<file path="src/rtl/dct_in_butterfly.sv">
// DCT input butterfly: collects a 16-sample block serially, then produces the
// eight half-scaled difference terms (odd path) and eight half-scaled sum
// terms (even path), and sequences the downstream stages with cnt_clk.
module dct_in_butterfly #(
  parameter int DATA_W  = 24,
  parameter int CNT_MAX = 3
) (
  input  logic              clk,
  input  logic              rst,
  input  logic [DATA_W-1:0] din,
  input  logic              din_valid,
  output logic              din_ready,
  output logic [DATA_W-1:0] a0,
  output logic [DATA_W-1:0] a1,
  output logic [DATA_W-1:0] a2,
  output logic [DATA_W-1:0] a3,
  output logic [DATA_W-1:0] a4,
  output logic [DATA_W-1:0] a5,
  output logic [DATA_W-1:0] a6,
  output logic [DATA_W-1:0] a7,
  output logic [DATA_W-1:0] e0,
  output logic [DATA_W-1:0] e1,
  output logic [DATA_W-1:0] e2,
  output logic [DATA_W-1:0] e3,
  output logic [DATA_W-1:0] e4,
  output logic [DATA_W-1:0] e5,
  output logic [DATA_W-1:0] e6,
  output logic [DATA_W-1:0] e7,
  output logic [3:0]        cnt_clk,
  output logic              out_valid
);

  typedef enum logic [1:0] {
    FILL = 2'd0,
    CALC = 2'd1,
    EMIT = 2'd2
  } state_t;

  localparam logic [3:0] CNT_LAST = 4'(CNT_MAX);

  state_t            state;
  state_t            state_nxt;
  logic [3:0]        wr_idx;
  logic [3:0]        cnt_r;
  logic              out_valid_r;
  logic              accept;
  logic [DATA_W-1:0] x_buf [16];
  logic [DATA_W-1:0] a_r   [8];
  logic [DATA_W-1:0] e_r   [8];
  logic [DATA_W:0]   sum_w [8];
  logic [DATA_W:0]   dif_w [8];

  assign din_ready = (state == FILL);
  assign accept    = din_valid && (state == FILL);
  assign cnt_clk   = cnt_r;
  assign out_valid = out_valid_r;

  assign a0 = a_r[0];
  assign a1 = a_r[1];
  assign a2 = a_r[2];
  assign a3 = a_r[3];
  assign a4 = a_r[4];
  assign a5 = a_r[5];
  assign a6 = a_r[6];
  assign a7 = a_r[7];
  assign e0 = e_r[0];
  assign e1 = e_r[1];
  assign e2 = e_r[2];
  assign e3 = e_r[3];
  assign e4 = e_r[4];
  assign e5 = e_r[5];
  assign e6 = e_r[6];
  assign e7 = e_r[7];

  // State register; reset abandons any partial or in-flight block
  always_ff @(posedge clk or posedge rst) begin
    if (rst) state <= FILL;
    else     state <= state_nxt;
  end

  // Next state: fill until x[15] is taken, one compute cycle, then emit steps
  always_comb begin
    state_nxt = state;
    case (state)
      FILL:    if (accept && (wr_idx == 4'd15)) state_nxt = CALC;
      CALC:    state_nxt = EMIT;
      EMIT:    if (cnt_r == CNT_LAST) state_nxt = FILL;
      default: state_nxt = FILL;
    endcase
  end

  // Sample buffer; the 4-bit write index wraps to 0 after x[15] on its own
  always_ff @(posedge clk or posedge rst) begin
    if (rst) begin
      wr_idx <= '0;
      for (int i = 0; i < 16; i++) x_buf[i] <= '0;
    end else if (accept) begin
      x_buf[wr_idx] <= din;
      wr_idx        <= wr_idx + 4'd1;
    end
  end

  // Mirrored pair sums/differences, one bit wider so they cannot overflow
  always_comb begin
    for (int i = 0; i < 8; i++) begin
      sum_w[i] = {x_buf[i][DATA_W-1], x_buf[i]} + {x_buf[15-i][DATA_W-1], x_buf[15-i]};
      dif_w[i] = {x_buf[i][DATA_W-1], x_buf[i]} - {x_buf[15-i][DATA_W-1], x_buf[15-i]};
    end
  end

  // Output terms load only in CALC and hold until the next block's CALC
  always_ff @(posedge clk or posedge rst) begin
    if (rst) begin
      for (int i = 0; i < 8; i++) begin
        a_r[i] <= '0;
        e_r[i] <= '0;
      end
    end else if (state == CALC) begin
      for (int i = 0; i < 8; i++) begin
        a_r[i] <= dif_w[i][DATA_W:1];
        e_r[i] <= sum_w[i][DATA_W:1];
      end
    end
  end

  // Step counter and valid flag for the downstream odd/even stages
  always_ff @(posedge clk or posedge rst) begin
    if (rst) begin
      cnt_r       <= '0;
      out_valid_r <= 1'b0;
    end else if (state == CALC) begin
      cnt_r       <= 4'd1;
      out_valid_r <= 1'b1;
    end else if (state == EMIT) begin
      if (cnt_r == CNT_LAST) begin
        cnt_r       <= '0;
        out_valid_r <= 1'b0;
      end else begin
        cnt_r <= cnt_r + 4'd1;
      end
    end
  end

endmodule

</file>
<file path="config.mk">
export PLATFORM = sky130hd
export DESIGN_NAME = dct_in_butterfly
export DESIGN_NICKNAME = d
export VERILOG_FILES = /design/src/rtl/dct_in_butterfly.sv
export SDC_FILE = /design/constraint.sdc
export NUM_CORES = 2
export LEC_CHECK = 0
export BUFFER_PORTS_ARGS = -buffer_cell sky130_fd_sc_hd__clkbuf_2
export CORE_ASPECT_RATIO = 0.7
export CORE_MARGIN = 2
export CORE_UTILIZATION = 33
export CTS_BUF_LIST = sky130_fd_sc_hd__clkbuf_4 sky130_fd_sc_hd__clkbuf_8 sky130_fd_sc_hd__clkbuf_16
export DETAILED_ROUTE_END_ITERATION = 6
export HOLD_SLACK_MARGIN = 0.02
export PLACE_DENSITY = 0.48
export SLEW_MARGIN = 20
export SYNTH_ARGS = -nofsm -noshare
export SYNTH_HDL_FRONTEND = slang
export SYNTH_SLANG_ARGS = --single-unit
</file>
<file path="constraint.sdc">
create_clock -name clk -period 46.4 [get_ports clk]
set_input_delay 6.96 -clock clk [delete_from_list [all_inputs] [get_ports clk]]
set_output_delay 6.96 -clock clk [all_outputs]
set_load 0.01 [all_outputs]
</file>
==> flow_metrics.py <==
metrics = {
    "timing": {
        "fin_skew_ns": 0.0341,
        "fmax_mhz": 107,
        "setup_viol": 0,
        "drv_slew": 0,
        "finalHoldViolations": 0,
        "final.setup.tns_ns": 0,
        "worst_pin_slew_ns": 1.07,
        "rsz0062_at_grt": "false",
        "worst_slew_margin_rel_pct": 28.4,
        "finalCritPeriodShare_pct": 20.2,
        "min_period_ns": 9.36,
        "layout_setup_ws_ns": 37.04,
    },
    "worst_setup_path": {
        "cp_top_family": "buffers and inverters",
        "cp-end-kind": "async pin",
        "cp_common_cell": "buf_4",
        "r2r-start": "x_buf[240]",
        "critical_path_class": "in -> async",
        "crit_required_ns": 47.08,
        "path_buf_inv": 5,
        "r2r-end": "e5[21]",
        "slowest_delay_ns": 0.84,
        "r2r_setup_slack_ns": 42.62,
        "path_cells": "clkbuf_2, inv_8, buf_12, buf_4, buf_4",
        "cp-start-kind": "primary input",
        "crit_fanout": 148,
        "cp.arrival_ns": 10.04,
        "rr_worst_depth": 12,
        "cpMaxStageDelayCell": "buf_4",
    },
    "synth": {
        "ys_seq_area_share_pct": 41.8,
        "ys_warn_count": 0,
        "syn-num-nets": 5297,
        "ys_ff_latch": 779,
        "syn_inst": 4878,
        "synth.avg_cell_area_um2": 9.56,
        "syn-cell-area_um2": 46600,
        "synthFlopType": "dfrtp_1",
        "async_reset_ff_share_pct": 100,
        "yosysUniqueCellTypes": 90,
        "synth_edf_count": 0,
    },
    "worst_hold_path": {
        "min_from": "a1[9]",
        "hold_class": "reg -> reg",
        "hold_end": "a1[9]",
        "min_path_cells": 1,
    },
    "clock_network": {
        "numCtsBuffers": 90,
        "clk_pin_slew_ns": 0.06,
        "cts-hold-fix-buffers": 0,
        "postCtsSetupBuffers": 0,
        "clock-root-buffer": "clkbuf_16",
        "clock_sinks": 779,
        "cts_max_level": 3,
        "clk-insertion-delay-late_ns": 0.70,
        "cts-resized-gates": 0,
        "cts_tree": "done",
        "cts_buffer_depth": 3,
    },
    "global_routing": {
        "grt_usage_pct": 19.5,
        "grt-ovfl-total": 0,
        "grt_pass1_wl_um": 217000,
        "grt_antenna_before_repair": 14,
        "grt_max_degree": 206,
        "grt_pass1_vias": 34600,
    },
    "die": {
        "core_um2": 140000,
        "die-height_um": 318,
        "start_util_pct": 33.2,
        "row_count": 115,
        "die_x_um": 453,
        "ios": 417,
        "die-area_um2": 144000,
    },
    "placed_design": {
        "gp_congestion": 0.873,
        "dpl.hpwl_um": 101000,
        "pre_cts_ws_ns": 36.09,
        "io_buffers": 416,
        "dp.cells": 6910,
    },
    "layout": {
        "nFillCells": 14200,
        "largest_register": "x_buf",
        "layout-drive-gt1-share_pct": 20.2,
        "areaGrowthSynthToFinish_pct": 14.9,
        "final_common_cell": "dfrtp_1",
        "final_cell_mix": "dfrtp_1 (779), a21oi_1 (478), nor2_1 (465)",
        "fin_nets": 5549,
        "final-instance-count-excl-fill": 7081,
        "ff_latch_area_um2": 19500,
        "multi_input_area_um2": 24700,
        "largest_register_ffs": 384,
    },
    "outcome": {
        "status": "finished, final reports clean",
    },
    "routing": {
        "firstDrtPassIters": 5,
        "routed_wl_um": 143000,
        "drc": 0,
        "via_count": 35400,
        "drt-vias-per-instance": 5.00,
        "wl_per_cell_um": 20.2,
        "drt_iter0_drc": 2770,
        "ant_nets": 0,
    },
    "run": {
        "cap_viol_max_count": 0,
    },
}
==> kinds of logic after synthesis <==
| group | count (synthesis) | synth area share, % |
|---|---|---|
| AO/OA/AOI/OAI | 1196 | 15.5 |
| XOR/XNOR | 327 | 6.14 |
| adder cells (fa/ha/maj) | 392 | 10.8 |
| buffers and inverters | 644 | 5.29 |
| flip-flops | 779 | 41.8 |
| multiplexers | 390 | 9.42 |
| AND/OR/NAND/NOR | 1150 | 11.0 |
==> worst max-delay path by stage <==
stage,from,depth (start not counted),slack (ns),endpoint
finish,rst,5,37.04,e4[17]
CTS,rst,5,36.86,a4[13]
detailed placement,rst,5,36.09,a4[11]
global placement,rst,5,36.10,e4[10]
global route,rst,5,36.49,e4[10]
floorplan,rst,1,17.57,a0[0]
==> stage by stage <==
step | hold WS [ns] | instance area, um^2 | util, %
finish | 0.485 | 53600 | 38.2
global route | 0.499 | 53600 | 38.2
CTS | 0.490 | 53600 | 38.2
detailed placement | 0.475 | 50200 | 35.8
global placement | 0.477 | 50200 | 35.8
floorplan | 0.487 | 46600 | -
==> final cells by class <==
| type | count | area share [%] |
|---|---|---|
| Clock inverter | 44 | 1.18 |
| Timing Repair Buffer | 445 | 4.36 |
| Tap cell | 1872 | 4.37 |
| Multi-Input combinational cell | 3455 | 46.1 |
| Antenna cell | 5 | 0.0234 |
| Inverter | 359 | 2.53 |
| Sequential cell | 779 | 36.4 |
| Clock buffer | 122 | 5.00 |
==> synth_stat cells (8+ instances only) <==
library cell  count  area (um^2)
dfrtp_1         779        19500
a21oi_1         478         2390
nor2_1          476         1790
mux2_2          386         4350
ha_1            376         4700
inv_1           353         1330
nand2_1         324         1220
o21ai_0         289         1450
xnor2_1         284         2490
clkbuf_1        254          953
o21bai_1         79          593
nand3_1          59          295
nor3_1           59          295
a21o_1           56          420
nor2b_1          53          332
o31ai_1          44          330
xor2_1           43          377
nand2b_1         37          231
o21a_1           32          240
a31oi_1          30          188
nor4_1           30          188
a211oi_1         25          188
and3_1           22          138
buf_2            19         95.1
o211ai_1         19          143
nand4_1          18          113
or3_1            18          113
fa_1             16          320
o41ai_1          13          114
and2_1           11         68.8
a211o_1           8         70.1
a21boi_0          8         60.1
a221oi_1          8         70.1
a31o_2            8         70.1
buf_1             8         30.0
nand3b_1          8         60.1
==> per-layer routing <==
metal  global-route usage, %  part of all wire (%)
met5                       0                     0
met4                    5.10                   2.7
met3                    3.62                   5.6
met2                    29.2                    43
met1                    28.6                    49
Power is not shown: default switching activity piles up to over one toggle a cycle in this logic, so the estimate is an artifact.
